===== src/rtl/sms_pkg.sv =====
// Shared definitions for the SMS console indicator cards: pull-up input
// resolution, synchronizer depth and lamp-drive polarity.
package sms_pkg;

  localparam int   SYNC_STAGES = 2;
  localparam logic LAMP_ON     = 1'b1;

  // A floating card pin is pulled up, so z reads as 1; anything unknown reads as 0.
  function automatic logic ipu(input logic v);
    return (v === 1'b1) || (v === 1'bz);
  endfunction

endpackage


===== src/rtl/sms_sync_fall.sv =====
// One-bit input conditioner: pull-up resolution, multi-flop synchronizer,
// and a single-cycle pulse on each falling edge of the synchronized level.
module sms_sync_fall
  import sms_pkg::*;
(
  input  logic clk,
  input  logic rst,
  input  logic pin,
  output logic level,
  output logic fall
);

  logic [SYNC_STAGES-1:0] sync_q;
  logic                   prev_q;

  // Idle state is high so that a pin already low when reset releases counts as a fresh edge.
  always_ff @(posedge clk) begin
    if (rst) begin
      sync_q <= '1;
      prev_q <= 1'b1;
    end else begin
      sync_q <= {sync_q[SYNC_STAGES-2:0], ipu(pin)};
      prev_q <= sync_q[SYNC_STAGES-1];
    end
  end

  assign level = sync_q[SYNC_STAGES-1];
  assign fall  = prev_q & ~level;

endmodule


===== src/rtl/sms_card_ind_trigger.sv =====
// IBM 1620 control indicator trigger card: latches active-low set/clear pulses
// into per-channel triggers and drives the console lamps with blink and lamp test.
module sms_card_ind_trigger
  import sms_pkg::*;
#(
  parameter int N_CH      = 4,
  parameter int BLINK_DIV = 8
) (
  input  logic            clk,
  input  logic            rst,
  input  logic [N_CH-1:0] set_n,
  input  logic [N_CH-1:0] clr_n,
  input  logic [N_CH-1:0] blink_en,
  input  logic            all_clr_n,
  input  logic            lamp_test_n,
  output logic [N_CH-1:0] drv,
  output logic [N_CH-1:0] trig,
  output logic            blink_phase
);

  localparam int              CNT_W    = (BLINK_DIV > 1) ? $clog2(BLINK_DIV) : 1;
  localparam logic [CNT_W-1:0] CNT_LAST = CNT_W'(BLINK_DIV - 1);

  logic [N_CH-1:0]  set_fall;
  logic [N_CH-1:0]  clr_fall;
  logic [N_CH-1:0]  blink_en_lvl;
  logic [N_CH-1:0]  set_lvl_unused;
  logic [N_CH-1:0]  clr_lvl_unused;
  logic [N_CH-1:0]  blink_fall_unused;
  logic             all_clr_lvl;
  logic             lamp_test_lvl;
  logic             all_clr_fall_unused;
  logic             lamp_fall_unused;
  logic [CNT_W-1:0] blink_cnt;

  for (genvar i = 0; i < N_CH; i++) begin : g_ch
    sms_sync_fall u_set (
      .clk   (clk),
      .rst   (rst),
      .pin   (set_n[i]),
      .level (set_lvl_unused[i]),
      .fall  (set_fall[i])
    );
    sms_sync_fall u_clr (
      .clk   (clk),
      .rst   (rst),
      .pin   (clr_n[i]),
      .level (clr_lvl_unused[i]),
      .fall  (clr_fall[i])
    );
    sms_sync_fall u_blink (
      .clk   (clk),
      .rst   (rst),
      .pin   (blink_en[i]),
      .level (blink_en_lvl[i]),
      .fall  (blink_fall_unused[i])
    );
  end

  sms_sync_fall u_all_clr (
    .clk   (clk),
    .rst   (rst),
    .pin   (all_clr_n),
    .level (all_clr_lvl),
    .fall  (all_clr_fall_unused)
  );

  sms_sync_fall u_lamp_test (
    .clk   (clk),
    .rst   (rst),
    .pin   (lamp_test_n),
    .level (lamp_test_lvl),
    .fall  (lamp_fall_unused)
  );

  // Clear beats set on the same channel, and a held console check reset beats everything.
  always_ff @(posedge clk) begin
    if (rst || !all_clr_lvl) begin
      trig <= '0;
    end else begin
      trig <= (trig | set_fall) & ~clr_fall;
    end
  end

  always_ff @(posedge clk) begin
    if (rst) begin
      blink_cnt   <= '0;
      blink_phase <= 1'b0;
    end else if (blink_cnt == CNT_LAST) begin
      blink_cnt   <= '0;
      blink_phase <= ~blink_phase;
    end else begin
      blink_cnt <= blink_cnt + CNT_W'(1);
    end
  end

  // Lamp test lights every lamp without touching the triggers underneath.
  always_ff @(posedge clk) begin
    if (rst) begin
      drv <= '0;
    end else begin
      for (int i = 0; i < N_CH; i++) begin
        if (!lamp_test_lvl) begin
          drv[i] <= LAMP_ON;
        end else if (trig[i] && (!blink_en_lvl[i] || blink_phase)) begin
          drv[i] <= LAMP_ON;
        end else begin
          drv[i] <= ~LAMP_ON;
        end
      end
    end
  end

endmodule


===== config.mk =====
export PLATFORM = sky130hd
export DESIGN_NAME = sms_card_ind_trigger
export DESIGN_NICKNAME = d
export VERILOG_FILES = /design/src/rtl/sms_pkg.sv /design/src/rtl/sms_sync_fall.sv /design/src/rtl/sms_card_ind_trigger.sv
export SDC_FILE = /design/constraint.sdc
export NUM_CORES = 1
export LEC_CHECK = 0
export ABC_AREA = 1
export ABC_CLOCK_PERIOD_IN_PS = 1000
export BUFFER_PORTS_ARGS = -buffer_cell sky130_fd_sc_hd__buf_2
export CAP_MARGIN = 20
export CORE_UTILIZATION = 49
export DETAILED_ROUTE_END_ITERATION = 7
export PLACE_DENSITY = 0.76
export SLEW_MARGIN = 20
export SYNTH_ARGS = -nofsm -noshare
export SYNTH_HDL_FRONTEND = slang
export SYNTH_HIERARCHICAL = 1
export SYNTH_SLANG_ARGS = --single-unit

===== constraint.sdc =====
create_clock -name clk -period 1 [get_ports clk]
set_input_delay 0.3 -clock clk [delete_from_list [all_inputs] [get_ports clk]]
set_output_delay 0.3 -clock clk [all_outputs]
set_load 0.1 [all_outputs]

==> results.md, run 1 <==
- Status: complete, but fails checks
- Failing checks: setup timing
- Io pins: 25
- Critical Path RT: 0.70 ns
- Hold path cells: 2
- Worst r2r src: blink_cnt[0]
- Maximum operating frequency: 896 MHz
- Met2 usage: 0.259
- Setup TNS: -0.855 ns
- CTS Buf Count: 3
- Arr. time, crit path: 0.82 ns
- Antenna cells: 0
- Setup ws final: -0.116 ns
- Vias in the first global route: 329
- Min-delay src: rst
- Number of vias per cell: 4.14
- Clk Latency, worst-skew pair: 0.28 ns
- Syn Std Cell Area: 581 um^2
- Delay-heaviest family, CP: flip-flops
- Gr ovfl total: 0
- Cell Rows: 12
- Crit path max fanout: 2
- Initial antenna violation count: 0
- Core ar.: 0.00111 mm^2
- RSZ-0062 raised after global routing: true
- Non-filler cells, final: 95
- Area of the die: 0.00133 mm^2
- Final setup vio count: 9
- Die Wd: 36.4 um
- First-pass GRT wire length: 1.30 mm
- Port Buf Inserts: 10
- Vias: 393
- Busiest grt layer: met2
- Crit path kind: flop to output port
- Synthesized instance count: 75
- CTS tree: yes
- Post-DRT Antenna Nets: 0
- Final core occ: 0.724
- Layout Nets: 100
- Grt met1 use: 0.150
- Synth warn: 6
- CP max stage delay: 0.37 ns
- Area grow syn2layout: 38.6%
- Placed insts: 85
- Period utilisation layout: 1.12
- Layout cell share with drive strength beyond 1: 0.531
- Maximum clock insertion buffer count: 2
- Worst-path cell chain: buf_12
- Starting Density: 0.523
- Slowest cell on crit path: dfxtp_4
- Clock transition at path regs: 0.07 ns
- Hold Fails Final Rpt: 0
- DR iter-0 viols: 4
- Instance area after placement: 692 um^2
- Clk root buf: clkbuf_4
- Final instance area: 805 um^2
- Hold EP: drv[1]
- DP Wirelength: 577 um
- Reg2reg path depth: 5
- First-pass iteration count of the detailed router: 4
- Worst min-delay path class: primary input to flop
- Max-Cap Viols: 0
- R2r endpoint: blink_cnt[2]
- DRC viols: 0
- Avg Inst Size Synth: 7.74 um^2
- R2R Setup Slk: 0.06 ns
- Final WL: 985 um
- Max Transition Viols Final: 0
- Gr usage total: 0.146
- Period minus WS final: 1.12 ns
- Worst Skew: 0.00526 ns
- DIE HEIGHT: 36.4 um
- Syn nets: 93
- Buf+Inv Stages, Crit Path: 1
- Routability cong.: 0.690
- Pleak: 0.362 nW
- Worst vdd ir: 0.733 mV
- Startpoint Class: flop
- Total Power: 1.09 mW
- DR WL/cell: 10.4 um
- H-tree levels: 1
- PwrDens: 1350 mW/mm^2
- Sink Count: 12
- Worst Setup End Kind: output port
- Largest net degree at the start of global routing: 8
- M3 GR Usage: 0.0375
-- what timing repair did --
item,4_1_cts,5_1_grt
hold endpoints to repair,0,0
hold buffers,0,0
buffers inserted,5,1
setup endpoints to repair,13,12
resized for setup,7,5
pin swaps,1,2
-- routing by layer --
metal / vias to the layer above / share of wire
li1: 204 / -
met1: 169 / 0.40
met2: 16 / 0.53
met3: 4 / 0.046
met4: 0 / 0.025
met5: - / 0
-- worst max-delay path by stage --
stage                 startpoint      endpoint  depth (start not counted)
finish                   trig[2]       trig[2]                          1
detailed placement  blink_cnt[0]  blink_cnt[0]                          5
floorplan                trig[0]       trig[0]                          2
CTS                      trig[2]       trig[2]                          1
global route         blink_phase   blink_phase                          1
global placement    blink_cnt[0]  blink_cnt[0]                          5
-- through the flow --
step	setup slack (ns)	hold WS, ns
after floorplan	0.0379	0.362
after global placement	0.0506	0.407
after detailed placement	-0.00411	0.433
after CTS	-0.108	0.247
after global routing	-0.134	0.252
final	-0.116	0.250
-- area by class of cell --
class,instances,area (um^2)
fill,68,307
clock buffer,4,26.3
tap,14,17.5
sequential,12,262
inverter,5,18.8
timing repair buffer,16,230
multi-input combinational,44,250
-- sequential cells by signal (all words and copies together), names as in the netlist --
name         flops
drv              4
trig             4
blink_cnt        3
blink_phase      1
-- worst reg2reg max path, delay by kind of cell (launching register included) --
family / cells / cell delay (ns)
AND/OR/NAND/NOR: 2 / 0.16
flip-flops: 1 / 0.34
buffers and inverters: 1 / 0.06
adder cells (fa/ha/maj): 2 / 0.31
-- power breakdown --
group	internal (mW)	total [mW]	switching [mW]
clock network	0.155	0.314	0.159
registers	0.501	0.522	0.0216
logic	0.0921	0.253	0.161
total	0.747	1.09	0.342
-- placed cells by master (no fill, tap or decap) --
| cell type | instances |
|---|---|
| conb_1 | 14 |
| nand2_1 | 10 |
| buf_12 | 9 |
| dfxtp_2 | 8 |
| nor2_1 | 6 |
| buf_4 | 6 |
| a21oi_1 | 4 |
| nor3_2 | 4 |
| inv_2 | 3 |
| dfxtp_4 | 3 |
| clkbuf_4 | 3 |
| inv_1 | 2 |
| nand2_2 | 2 |
| ha_4 | 2 |
| a21oi_2 | 1 |
| nor2_2 | 1 |
| dfxtp_1 | 1 |
| clkbuf_1 | 1 |
| buf_2 | 1 |
No activity file was read; power rests on OpenSTA's default activity.
==> run 2: changes to the inputs <==
--- a/config.mk
+++ b/config.mk
@@ -9,6 +9,7 @@
 export ABC_CLOCK_PERIOD_IN_PS = 1000
 export BUFFER_PORTS_ARGS = -buffer_cell sky130_fd_sc_hd__buf_2
 export CAP_MARGIN = 20
+export CORE_MARGIN = 3
 export CORE_UTILIZATION = 49
 export DETAILED_ROUTE_END_ITERATION = 7
 export PLACE_DENSITY = 0.76
==> run 2 against run 1 <==
- the run still ends with setup timing left
- fmax down 0.26%
- core utilization up 6.7 points
- critical path depth unchanged
- via count unchanged
- clock power up 1%
- sequential share of layout area up 0.42 points
- die area up 23%
- register-to-register slack worse by 0.04 ns
- non-clock buffer count down 2
- hold slack worse by 0.016 ns
- largest power group unchanged
==> results.md, run 2 (synthesized netlist as in run 1, its figures left out) <==
- Sink Count: 12
- Antenna cells: 0
- Final core occ: 0.791
- Hold path cells: 2
- Initial antenna violation count: 0
- P_sw: 0.359 mW
- Io pins: 25
- Buf+Inv Stages, Crit Path: 1
- Leading cell type in the layout, fill and taps excluded: conb_1
- Crit path max fanout: 2
- Crit path kind: flop to output port
- Gr ovfl total: 0
- Period utilisation layout: 1.12
- Commonest non-fill, non-tap cells in the layout: conb_1, nand2_1, buf_12
- Hold buffers post-CTS: 0
- Critical Path RT: 0.70 ns
- Slowest cell on crit path: dfxtp_4
- Layout cell share with drive strength beyond 1: 0.532
- Worst min-delay path class: primary input to flop
- Die Wd: 40.4 um
- Final setup vio count: 9
- # fillers: 58
- Max-Cap Viols: 0
- Comb pwr share: 0.241
- Routability cong.: 0.657
- Maximum operating frequency: 894 MHz
- DP Wirelength: 728 um
- Pleak: 0.353 nW
- CTS tree: yes
- Area of the die: 0.00163 mm^2
- Worst Setup End Kind: output port
- Status: complete, but fails checks
- Reg power frac: 0.471
- Port Buf Inserts: 10
- Max Transition Viols Final: 0
- Maximum clock insertion buffer count: 2
- Non-filler cells, final: 92
- Vias in the first global route: 426
- Delay-heaviest family, CP: flip-flops
- Core ar.: 0.00102 mm^2
- Arr. time, crit path: 0.82 ns
- Cell Rows: 11
- Clock Power Share: 0.289
- Largest net degree at the start of global routing: 8
- PwrDens: 1370 mW/mm^2
- Placed insts: 84
- Clk Latency, worst-skew pair: 0.28 ns
- Worst Skew: 0.0146 ns
- First-pass iteration count of the detailed router: 3
- RSZ-0062 raised after global routing: true
- Post-DRT Antenna Nets: 0
- Vias: 393
- Worst vdd ir: 0.932 mV
- Crit path depth: 1
- H-tree levels: 1
- DRC viols: 0
- DIE HEIGHT: 40.4 um
- Reg2reg path depth: 5
- DR iter-0 viols: 10
- Gr usage total: 0.190
- Clock transition at path regs: 0.08 ns
- Failing checks: setup timing
- DR WL/cell: 13.4 um
- Final WL: 1.23 mm
- Area grow syn2layout: 38.8%
- Layout Nets: 98
- P_int: 0.744 mW
- Worst-path cell chain: buf_12
- CP max stage delay: 0.37 ns
- Period minus WS final: 1.12 ns
- Startpoint Class: flop
- First-pass GRT wire length: 1.86 mm
- R2R Setup Slk: 0.02 ns
- CTS Buf Count: 3
- Total Power: 1.10 mW
- Starting Density: 0.570
- Clk root buf: clkbuf_4
- Setup ws final: -0.119 ns
- Switching share of power: 0.326
- Number of vias per cell: 4.27
- Top Registers: drv (4), trig (4), blink_cnt (3)
- Hold Fails Final Rpt: 0
## run 2: worst paths after layout
path | startpoint | to
worst max-delay path | blink_phase | blink_phase
worst min register to register | blink_cnt[0] | blink_cnt[0]
worst max register to register | blink_cnt[0] | blink_cnt[2]
worst min-delay path | rst | drv[3]
## run 2: through the flow
stage	area (um^2)	hold slack (ns)	setup TNS (ns)	setup slack (ns)
5_1_grt	806	0.235	-1.17	-0.144
2_1_floorplan	594	0.362	0	0.0379
3_5_place_dp	691	0.418	-0.113	-0.0539
6_report	806	0.233	-0.901	-0.119
4_1_cts	781	0.235	-0.876	-0.111
3_3_place_gp	691	0.407	0	0.0448
## run 2: what timing repair did
item	4_1_cts	5_1_grt
buffers inserted	4	0
endpoints found under the setup margin	13	12
resized for setup	12	6
pin swaps	1	0
## run 2: area by class of cell
class / instances / area, um^2 / share of cell area
Inverter: 5 / 21.3 / 0.0264
Tap cell: 13 / 16.3 / 0.0202
Timing Repair Buffer: 14 / 215 / 0.267
Clock buffer: 4 / 26.3 / 0.0326
Sequential cell: 12 / 265 / 0.329
Multi-Input combinational cell: 44 / 262 / 0.325
## run 2: metal layers
metal / vias up / track usage / share of wire
met4: 0 / 0.123 / 0.031
met1: 174 / 0.185 / 0.44
met3: 5 / 0.0722 / 0.055
met5: - / 0 / 0
met2: 14 / 0.329 / 0.48
li1: 200 / - / -
## run 2: power by group through the flow
stage	logic, mW	clock network [mW]	registers [mW]
2_1_floorplan	0.0894	0	0.627
3_3_place_gp	0.219	0	0.531
3_5_place_dp	0.227	0	0.533
4_1_cts	0.247	0.310	0.517
5_1_grt	0.279	0.351	0.522
6_report	0.265	0.318	0.519
==> run 3: changes to the inputs <==
--- a/config.mk
+++ b/config.mk
@@ -9,10 +9,11 @@
 export ABC_CLOCK_PERIOD_IN_PS = 1000
 export BUFFER_PORTS_ARGS = -buffer_cell sky130_fd_sc_hd__buf_2
 export CAP_MARGIN = 20
-export CORE_MARGIN = 3
+export CORE_MARGIN = 2
 export CORE_UTILIZATION = 49
 export DETAILED_ROUTE_END_ITERATION = 7
 export PLACE_DENSITY = 0.76
+export SKIP_CTS_REPAIR_TIMING = 1
 export SLEW_MARGIN = 20
 export SYNTH_ARGS = -nofsm -noshare
 export SYNTH_HDL_FRONTEND = slang
==> run 3 against run 2 <==
- the run still ends with setup timing left
- power fell by 4.5%
- sequential share of layout area grew 2.4 points
- sequential power decreased by 0.8%
- worst setup slack got worse by 0.0014 ns
- cell area down 6.7%
- via count decreased by 5.1%
- register-to-register slack got worse by 0.02 ns
- clock skew is 0.0082 ns lower
- wire length down 28%
- largest power group unchanged
==> results.md, run 3 (synthesized netlist as in run 1, its figures left out) <==
- Crit path kind: flop to output port
- PwrDens: 1400 mW/mm^2
- Clk root buf: clkbuf_4
- Startpoint Class: flop
- Total Power: 1.05 mW
- Critical Path RT: 0.70 ns
- Starting Density: 0.523
- Hold slack: 0.249 ns
- Setup ws final: -0.120 ns
- Period utilisation layout: 1.12
- Max-Cap Viols: 0
- Multi-input gate area: 224 um^2
- CTS Buf Count: 3
- Worst-path cell chain: buf_12
- Final instance area: 752 um^2
- Port Buf Inserts: 10
- Worst vdd ir: 0.869 mV
- CP max stage delay: 0.37 ns
- Arr. time, crit path: 0.82 ns
- Hold Fails Final Rpt: 0
- Slowest cell on crit path: dfxtp_4
- DP Wirelength: 673 um
- Pleak: 0.339 nW
- Setup TNS: -0.881 ns
- Vias: 373
- Core ar.: 0.00111 mm^2
- Failing checks: setup timing
- H-tree levels: 1
- RSZ-0062 raised after global routing: true
- Maximum operating frequency: 893 MHz
- Max Transition Viols Final: 0
- Worst Skew: 0.00638 ns
- Register area: 265 um^2
- Top Registers: drv (4), trig (4), blink_cnt (3)
- Gr ovfl total: 0
- Leading cell type in the layout, fill and taps excluded: conb_1
- # fillers: 82
- Clk Latency, worst-skew pair: 0.28 ns
- Status: complete, but fails checks
- Gr usage total: 0.148
- CTS tree: yes
- DR iter-0 viols: 6
- Area grow syn2layout: 29.5%
- Worst Setup End Kind: output port
- Clock transition at path regs: 0.07 ns
- Vias in the first global route: 388
- Layout cell share with drive strength beyond 1: 0.468
- Delay-heaviest family, CP: flip-flops
- Io pins: 25
- DIE HEIGHT: 38.4 um
- Initial antenna violation count: 0
- Final WL: 885 um
- DRC viols: 0
- Crit path max fanout: 3
- Instance area after placement: 692 um^2
- Final setup vio count: 9
- DR WL/cell: 9.73 um
- Routability cong.: 0.687
- Layout Nets: 96
- Post-DRT Antenna Nets: 0
- Antenna cells: 0
- Buf+Inv Stages, Crit Path: 1
- Cell Rows: 12
- First-pass iteration count of the detailed router: 2
- Sink Count: 12
- Worst min-delay path class: primary input to flop
- Commonest non-fill, non-tap cells in the layout: conb_1, nand2_1, buf_12
- Largest net degree at the start of global routing: 8
- Period minus WS final: 1.12 ns
- Area of the die: 0.00148 mm^2
- Die Wd: 38.4 um
- First-pass GRT wire length: 1.39 mm
- Maximum clock insertion buffer count: 2
- Number of vias per cell: 4.10
## run 3: cell count changes in the layout (fill, tap and decap cells not counted), sizes merged
cell,change
buf,-2
## run 3: worst reg2reg max path, cell delays in order, from the launching register on
cell and delay, ns:
dfxtp_2 0.33, ha_2 0.17, ha_2 0.32, inv_1 0.04
nor2_1 0.08
## run 3: cell type report
cell class	instances	area share
clock buffers	4	0.0349
flip-flops and latches	12	0.353
well taps	14	0.0233
inverters	5	0.0250
repair buffers	12	0.266
multi-input cells	44	0.298
## run 3: power breakdown
part / leakage (nW) / switching (mW) / internal, mW
sequential: 0.104 / 0.0196 / 0.496
combinational: 0.221 / 0.154 / 0.0797
clock: 0.0150 / 0.149 / 0.155
total: 0.339 / 0.323 / 0.730
## run 3: worst paths after layout
kind	startpoint	to	slack, ns	cells after the start
setup reg to reg	blink_cnt[0]	blink_cnt[2]	0	4
hold / removal	rst	drv[0]	0.25	2
setup / recovery	trig[0]	trig[0]	-0.12	1
hold reg to reg	blink_cnt[0]	blink_cnt[0]	0.42	1
## run 3: routing by layer
layer / wire length, um / up-vias / track usage
li1: - / 195 / -
met2: 423 / 14 / 0.254
met4: 24 / 0 / 0.0862
met3: 57 / 4 / 0.0814
met5: 0 / - / 0
met1: 380 / 160 / 0.135
## run 3: per-stage QoR
stage | setup slack [ns] | cells | utilization
2_1_floorplan | 0.0379 | 75 | -
3_3_place_gp | 0.0504 | 85 | 0.623
3_5_place_dp | -0.0148 | 85 | 0.623
4_1_cts | -0.126 | 89 | 0.646
5_1_grt | -0.137 | 91 | 0.677
6_report | -0.120 | 91 | 0.677
